**config.mk**
```make
export PLATFORM = sky130hd
export DESIGN_NAME = exc_ctrl_flat
export DESIGN_NICKNAME = d
export VERILOG_FILES = /design/src/rtl/exc_ctrl_if.sv /design/src/rtl/exc_ctrl.sv /design/src/flat_wrapper.sv
export SDC_FILE = /design/constraint.sdc
export NUM_CORES = 1
export LEC_CHECK = 0
export ABC_AREA = 1
export CAP_MARGIN = 20
export CORE_ASPECT_RATIO = 0.75
export CORE_MARGIN = 2
export CORE_UTILIZATION = 44
export CTS_BUF_LIST = sky130_fd_sc_hd__clkbuf_4 sky130_fd_sc_hd__clkbuf_8 sky130_fd_sc_hd__clkbuf_16
export DETAILED_ROUTE_END_ITERATION = 10
export GPL_TIMING_DRIVEN = 0
export PLACE_DENSITY = 0.94
export REMOVE_ABC_BUFFERS = 1
export SYNTH_ARGS = -nofsm -noshare
export SYNTH_HDL_FRONTEND = slang
export SYNTH_SLANG_ARGS = --single-unit
```
**constraint.sdc**
```tcl
create_clock -name clk -period 4.3 [get_ports clk]
set_input_delay 0.86 -clock clk [delete_from_list [all_inputs] [get_ports clk]]
set_output_delay 0.86 -clock clk [all_outputs]
set_load 0.03 [all_outputs]
```
**src/rtl/exc_ctrl_if.sv**
```systemverilog
// rtl/exc_ctrl_if.sv - core-side request/response bundle for the exception controller
interface exc_ctrl_if #(
    parameter int N_IRQ = 4,
    parameter int PC_W  = 64,
    parameter int ID_W  = (N_IRQ > 1) ? $clog2(N_IRQ) : 1
);
    logic [N_IRQ-1:0] ExtIRQ;
    logic [N_IRQ-1:0] IRQMask;
    logic             BadOpcode;
    logic             ERet;
    logic [PC_W-1:0]  PC_in;

    logic             ExcTaken;
    logic [N_IRQ-1:0] IRQAck;
    logic [ID_W-1:0]  IRQId;
    logic [PC_W-1:0]  ELR;
    logic [3:0]       EStatus;
    logic             InExc;
    logic             Halt;

    modport master (
        output ExtIRQ, IRQMask, BadOpcode, ERet, PC_in,
        input  ExcTaken, IRQAck, IRQId, ELR, EStatus, InExc, Halt
    );

    modport slave (
        input  ExtIRQ, IRQMask, BadOpcode, ERet, PC_in,
        output ExcTaken, IRQAck, IRQId, ELR, EStatus, InExc, Halt
    );
endinterface

```
**src/rtl/exc_ctrl.sv**
```systemverilog
// rtl/exc_ctrl.sv - fixed-priority exception/interrupt controller with double-fault halt
module exc_ctrl #(
    parameter int N_IRQ = 4,
    parameter int PC_W  = 64
) (
    input  logic        clk,
    input  logic        reset,
    exc_ctrl_if.slave   bus
);
    localparam int ID_W = (N_IRQ > 1) ? $clog2(N_IRQ) : 1;

    localparam logic [3:0] ST_NONE   = 4'b0000;
    localparam logic [3:0] ST_IRQ    = 4'b0001;
    localparam logic [3:0] ST_BADOP  = 4'b0010;
    localparam logic [3:0] ST_DFAULT = 4'b1111;

    typedef enum logic [1:0] {
        RUN     = 2'd0,
        ENTER   = 2'd1,
        HANDLER = 2'd2,
        HALT    = 2'd3
    } state_t;

    state_t           state, state_n;
    logic [N_IRQ-1:0] prev;
    logic [N_IRQ-1:0] pending, pending_n;
    logic             armed;
    logic [PC_W-1:0]  elr, elr_n;
    logic [3:0]       estatus, estatus_n;
    logic [ID_W-1:0]  irq_id, irq_id_n;
    logic             entry_irq, entry_irq_n;

    logic [N_IRQ-1:0] rise;
    logic [N_IRQ-1:0] eligible;
    logic             any_eligible;
    logic [ID_W-1:0]  winner;
    logic             take_irq;
    logic [N_IRQ-1:0] clr;
    logic [N_IRQ-1:0] ack;

    // prev only becomes meaningful after one edge out of reset; until then a
    // line that was already high must not look like a fresh event.
    assign rise     = armed ? (bus.ExtIRQ & ~prev) : '0;
    assign eligible = pending & ~bus.IRQMask;

    always_comb begin
        any_eligible = |eligible;
        winner       = '0;
        for (int i = N_IRQ - 1; i >= 0; i--) begin
            if (eligible[i]) begin
                winner = ID_W'(i);
            end
        end
    end

    always_comb begin
        state_n     = state;
        elr_n       = elr;
        estatus_n   = estatus;
        irq_id_n    = irq_id;
        entry_irq_n = entry_irq;
        take_irq    = 1'b0;
        case (state)
            RUN: begin
                if (bus.BadOpcode) begin
                    state_n     = ENTER;
                    elr_n       = bus.PC_in;
                    estatus_n   = ST_BADOP;
                    entry_irq_n = 1'b0;
                end else if (any_eligible) begin
                    state_n     = ENTER;
                    elr_n       = bus.PC_in;
                    estatus_n   = ST_IRQ;
                    irq_id_n    = winner;
                    entry_irq_n = 1'b1;
                    take_irq    = 1'b1;
                end
            end
            ENTER: begin
                if (bus.BadOpcode) begin
                    state_n   = HALT;
                    estatus_n = ST_DFAULT;
                end else begin
                    state_n = HANDLER;
                end
            end
            HANDLER: begin
                // A fault inside the handler outranks the return.
                if (bus.BadOpcode) begin
                    state_n   = HALT;
                    estatus_n = ST_DFAULT;
                end else if (bus.ERet) begin
                    state_n   = RUN;
                    estatus_n = ST_NONE;
                end
            end
            HALT: begin
                state_n = HALT;
            end
            default: begin
                state_n = RUN;
            end
        endcase
    end

    always_comb begin
        clr = '0;
        for (int i = 0; i < N_IRQ; i++) begin
            if (take_irq && (winner == ID_W'(i))) begin
                clr[i] = 1'b1;
            end
        end
        // A new rising edge on the channel being taken keeps it pending.
        pending_n = (pending & ~clr) | rise;
    end

    always_ff @(posedge clk or negedge reset) begin
        if (!reset) begin
            state     <= RUN;
            prev      <= '0;
            pending   <= '0;
            armed     <= 1'b0;
            elr       <= '0;
            estatus   <= ST_NONE;
            irq_id    <= '0;
            entry_irq <= 1'b0;
        end else begin
            state     <= state_n;
            prev      <= bus.ExtIRQ;
            pending   <= pending_n;
            armed     <= 1'b1;
            elr       <= elr_n;
            estatus   <= estatus_n;
            irq_id    <= irq_id_n;
            entry_irq <= entry_irq_n;
        end
    end

    always_comb begin
        ack = '0;
        for (int i = 0; i < N_IRQ; i++) begin
            if ((state == ENTER) && entry_irq && (irq_id == ID_W'(i))) begin
                ack[i] = 1'b1;
            end
        end
    end

    assign bus.ExcTaken = (state == ENTER);
    assign bus.IRQAck   = ack;
    assign bus.IRQId    = irq_id;
    assign bus.ELR      = elr;
    assign bus.EStatus  = estatus;
    assign bus.InExc    = (state == ENTER) || (state == HANDLER);
    assign bus.Halt     = (state == HALT);
endmodule

```
**src/flat_wrapper.sv**
```systemverilog
// flat-port wrapper written by rule: the top's interface ports become plain ports
module exc_ctrl_flat 
#(
    parameter int N_IRQ = 4,
    parameter int PC_W  = 64
)
  (clk, reset, bus_ExtIRQ, bus_IRQMask, bus_BadOpcode, bus_ERet, bus_PC_in, bus_ExcTaken, bus_IRQAck, bus_IRQId, bus_ELR, bus_EStatus, bus_InExc, bus_Halt);
  exc_ctrl_if #(.N_IRQ(N_IRQ), .PC_W(PC_W)) bus_i ();
  input  logic clk;
  input  logic reset;
  input wire logic [$bits(bus_i.ExtIRQ)-1:0] bus_ExtIRQ;
  input wire logic [$bits(bus_i.IRQMask)-1:0] bus_IRQMask;
  input wire logic [$bits(bus_i.BadOpcode)-1:0] bus_BadOpcode;
  input wire logic [$bits(bus_i.ERet)-1:0] bus_ERet;
  input wire logic [$bits(bus_i.PC_in)-1:0] bus_PC_in;
  output wire logic [$bits(bus_i.ExcTaken)-1:0] bus_ExcTaken;
  output wire logic [$bits(bus_i.IRQAck)-1:0] bus_IRQAck;
  output wire logic [$bits(bus_i.IRQId)-1:0] bus_IRQId;
  output wire logic [$bits(bus_i.ELR)-1:0] bus_ELR;
  output wire logic [$bits(bus_i.EStatus)-1:0] bus_EStatus;
  output wire logic [$bits(bus_i.InExc)-1:0] bus_InExc;
  output wire logic [$bits(bus_i.Halt)-1:0] bus_Halt;
  assign bus_i.ExtIRQ = bus_ExtIRQ;
  assign bus_i.IRQMask = bus_IRQMask;
  assign bus_i.BadOpcode = bus_BadOpcode;
  assign bus_i.ERet = bus_ERet;
  assign bus_i.PC_in = bus_PC_in;
  assign bus_ExcTaken = bus_i.ExcTaken;
  assign bus_IRQAck = bus_i.IRQAck;
  assign bus_IRQId = bus_i.IRQId;
  assign bus_ELR = bus_i.ELR;
  assign bus_EStatus = bus_i.EStatus;
  assign bus_InExc = bus_i.InExc;
  assign bus_Halt = bus_i.Halt;
  exc_ctrl #(.N_IRQ(N_IRQ), .PC_W(PC_W)) u_core (.clk(clk), .reset(reset), .bus(bus_i));
endmodule
```
### Word-level counts from Yosys, hierarchy flattened

Cells that the tools add are included.
Widths: inputs -> output; s select.

* logic and storage cells: 80
* bits in registers: 82
* bits of input ports: 76
* output and inout port bits: 77

* multiplexer cells: 32
* bitwise gates (word level): 8
* reductions and logical operators: 20
* equality and inequality tests: 12

Operator list (count)
* $mux 64: 2
* $mux 4: 6
* $mux 2: 8
* $mux 1: 14
* $and 4x4->4: 3
* $eq 2x2->1 const B: 6
* $not 4->4: 3
* $pmux 4 s3: 1
* $logic_and 1x1->1: 9
* $pmux 2 s4: 1
* $eq 2x1->1 const B: 3
* $logic_not 2->1: 3
* $or 4x4->4: 1
* $reduce_and 2->1: 2
* $reduce_and 4->1: 1
* $reduce_or 4->1: 1
* $ne 3x2->1 const B: 1
* $ne 3x3->1 const B: 1
* $reduce_and 3->1: 1
* $reduce_bool 3->1: 1
* $ne 2x2->1 const B: 1
* $reduce_bool 2->1: 1
* $logic_or 1x1->1: 1
* $not 1->1: 1

### Logic depth before layout (Yosys ltp)

* depth in word-level cells: 12
* mapped depth: 10

### Worst setup path before layout

OpenSTA, ideal clock, no wires.

* path type: reg-to-output
* start: register u_core.state[1]
* end: output bus_IRQAck[0]
* arrival time: 1.714 ns
* stages on the path, launching flop included: 5
* buffers on the path: 0
* path slack: 1.726 ns
* path through: dfrtp_1 > inv_1 > ha_1 > nand2_1 > nor3_1

* longest elaborated chain between the ends: 4

Ends and longest elaborated chain
* from (decl): line exc_ctrl.sv:24 `state_t state, state_n;`
* from (signal assigned): line exc_ctrl.sv:128 `state <= state_n;`
* $eq 2x1->1
* via bus_ExcTaken: line flat_wrapper.sv:16 `output wire logic [$bits(bus_i.ExcTaken)-1:0] bus_ExcTaken;`
* $logic_and 1x1->1 (2 in a row): line exc_ctrl.sv:142 `if ((state == ENTER) && entry_irq && (irq_id == ID_W'(i))) begin`
* $mux 1: line exc_ctrl.sv:142
* to (decl): line flat_wrapper.sv:17 `output wire logic [$bits(bus_i.IRQAck)-1:0] bus_IRQAck;`

The timed path passes the listed nets, and every way through them passes these cells.

### Worst setup path in the final report

* start: register u_core.state[1]
* end: output bus_IRQAck[1]

* longest elaborated chain between the ends: 4

Ends and longest elaborated chain (line)
* $eq 2x1->1: exc_ctrl.sv:142
* $logic_and 1x1->1 (2 in a row): exc_ctrl.sv:142
* $mux 1: exc_ctrl.sv:142

Every way passes these cells.

==> impl_metrics.tcl <==
set metrics [dict create \
    status "completed" \
    use_met3 0.0730 \
    hp-class "flop to flop" \
    p_sw_uw 1950 \
    drt-initial-drc-count 122 \
    p_per_area_mw_per_mm2 823 \
    top_usage_layer "met2" \
    cts_resized 0 \
    fin_util 0.701 \
    cts.sinks 81 \
    grtUsageMet2 0.379 \
    h-tree-depth 3 \
    p_int_uw 2350 \
    synth_cell_types 21 \
    finish.instance_area_mm2 0.00523 \
    cts_buffers 9 \
    setup_viol_count_final 0 \
    ioPinCount 153 \
    worstMarginPinSlew_ps 725 \
    cp-startpoint "u_core.state[1]$_DFFE_PN0P_" \
    placed_area_mm2 0.00502 \
    drt-vias-per-instance 4.92 \
    die_w_um 106 \
    setup.worst_path.start_class "flop" \
    hold_violations 0 \
    postSynthCellCount 388 \
    clockRootBuffer "clkbuf_8" \
    maxCapViolations 0 \
    timing.rr.start "u_core.state[0]$_DFFE_PN0P_" \
    whs_ps 453 \
    remaining_drc_errors 0 \
    cp_slowest_stage_delay_ps 740 \
    finalCriticalPeriod_ps 3100 \
    cts_hold_buf 0 \
    min_period_over_period 0.722 \
    grt_setup_unrepaired "no" \
    holdPathStages 1 \
    vias 3143 \
    cp_max_fo 6 \
    multi_input_area_mm2 0.00121 \
    cts_tree "yes" \
    yosysWarnings 0 \
    synth_top_area_frac 0.586 \
    wl_per_cell_um 14.3 \
    netSwitchingFraction 0.454 \
    antenna_found_initial 0 \
    wl_um 9170 \
    hold_start "u_core.prev[0]$_DFF_PN0_" \
    worstSetupPathDepth 5 \
    hpwl_um 6640 \
    drive_gt1_frac 0.0762 \
    area_growth_pct 51.2 \
    timing.final.ws_setup_ps 1200 \
    clock_path_buffers 2 \
    placement.io_buffers 152 \
    dr.pass1.iters 6 \
    leakagePower_uw 0.00254 \
    ys_seq_area_frac 0.586 \
    peakVddDrop_v 0.000422 \
    crit_buf_inv 2 \
    grt_pass1_vias 3161 \
    row_count 27 \
    synth-seq-cells 81 \
    avgSynthCellArea_um2 8.92 \
    core_region_area_mm2 0.00747 \
    p_clk_frac 0.132 \
    total_power_uw 4310 \
    combPwrFrac 0.559 \
    synth_area_leaders "dfrtp_1 59%, nand2_1 17%, nand3_1 9.7%" \
    required_ps 3440 \
    path_clk_slew_ps 80 \
    fin_worst_skew_ps 9.26 \
    path_class "flop to output port" \
    seq_area_mm2 0.00203 \
    met1_usage 0.277 \
    arrival_ps 2240 \
    crit_chain "inv_1, ha_1, nand2_1, nor3_1, clkdlybuf4s50_1" \
    grt_max_degree 44 \
    track_usage 0.225 \
    dieArea_mm2 0.00860 \
    power_frac_seq 0.309 \
    drv_slew 0 \
    drtAntennaViolNets 0 \
    diodes 0 \
    clock.fmax_ghz 0.322 \
    nFillCells 586 \
    gp_congestion 0.913 \
    slowest_stage "clkdlybuf4s50_1" \
    post_cts_buffers 0 \
    worst_setup_path_end_kind "output port" \
    start_util 0.463 \
    netlist_area_mm2 0.00346 \
    rr_worst_depth 6 \
    nets 613 \
    synth.largest_area_cell "dfrtp_1" \
    cpLargestDelayFamily "buffers and inverters" \
    gr-total-overflow 0 \
    grt_pass1_wl_um 15200 \
    relSlewSlack 0.515 \
    clock_latency_ps 340 \
    die_h_um 80.8 \
    dpl_worst_slack_ps 967 \
]
[cells in the mapped netlist, drive strengths merged]
cell / count
nand4: 2
inv: 15
or2: 1
o21ai: 7
nor3: 4
nor2: 10
a211oi: 1
a21oi: 3
nand2: 170
ha: 4
clkbuf: 1
dfrtp: 81
buf: 21
nand3: 67
conb: 1
[power groups by stage]
stage                     Clock (uW)  Combinational (uW)  Sequential, uW
after global placement             0                2330            1310
final                            570                2410            1330
after global routing             618                2600            1370
after CTS                        586                2430            1330
after detailed placement           0                2420            1340
after floorplan                    0                 762            1940
[routing by layer]
| layer | up-vias | part of all wire | wire (um) |
|---|---|---|---|
| li1 | 1519 | - | - |
| met1 | 1477 | 0.42 | 3860 |
| met2 | 130 | 0.47 | 4330 |
| met3 | 17 | 0.088 | 811 |
| met4 | 0 | 0.018 | 167 |
| met5 | - | 0 | 0 |
[through the flow]
| stage | setup TNS [ps] | cells |
|---|---|---|
| 2_1_floorplan | 0 | 366 |
| 3_3_place_gp | -37870 | 619 |
| 3_5_place_dp | 0 | 623 |
| 4_1_cts | 0 | 639 |
| 5_1_grt | 0 | 639 |
| 6_report | 0 | 639 |
[worst reg2reg max path, cell delays in order, from the launching register on]
cell,delay [ps]
dfrtp_1,430
inv_1,130
ha_2,600
nand2_2,600
buf_12,370
nand2_1,100
nand2_1,50
[path summary, 6_finish.rpt]
kind                       slack, ps                        endpoint
min                              450     u_core.pending[0]$_DFF_PN0_
max in group asynchronous       3220  u_core.bus.ELR[19]$_DFFE_PN0P_
min reg2reg                      450     u_core.pending[0]$_DFF_PN0_
max reg2reg                     1920  u_core.bus.ELR[19]$_DFFE_PN0P_
min in group asynchronous        480        u_core.prev[2]$_DFF_PN0_
max                             1200                   bus_IRQAck[1]
[placed cells by master (no fill, tap or decap)]
master,synthesis,layout
clkinv_4,0,2
nand4_1,2,2
clkbuf_8,0,10
o21ai_0,7,7
a21oi_1,3,3
clkbuf_4,0,1
nor2_4,1,1
bufinv_16,0,1
buf_4,2,1
nand2_1,153,153
nor3_1,4,4
nand3_1,67,67
ha_1,4,3
dfrtp_1,81,81
a211oi_1,1,1
buf_12,1,4
ha_2,0,1
nor2_1,9,9
inv_6,0,1
nand2_2,17,17
inv_1,15,15
conb_1,1,1
clkinvlp_4,0,1
or2_2,1,1
clkdlybuf4s50_1,0,151
[registers in the layout (all words and copies together) (netlist names)]
name / cells
u_core.prev: 4
u_core.bus.ELR: 64
u_core.state: 2
u_core.bus.EStatus: 3
u_core.armed: 1
u_core.pending: 4
u_core.bus.IRQId: 2
u_core.entry_irq: 1
[layout make-up]
class                      instances  share of cell area
clock buffer                      11              0.0277
clock inverter                     5              0.0122
inverter                          15              0.0108
multi-input combinational        270               0.232
sequential                        81               0.387
tap                              101              0.0242
timing repair buffer             156               0.306
[kinds of logic after synthesis]
group	after synthesis	share of synthesized area
AND/OR/NAND/NOR	254	0.318
AO/OA/AOI/OAI	11	0.0166
other	1	0.00108
buffers and inverters	37	0.0640
flip-flops	81	0.586
adder cells (fa/ha/maj)	4	0.0145
Power figures use the tool's default switching activity.
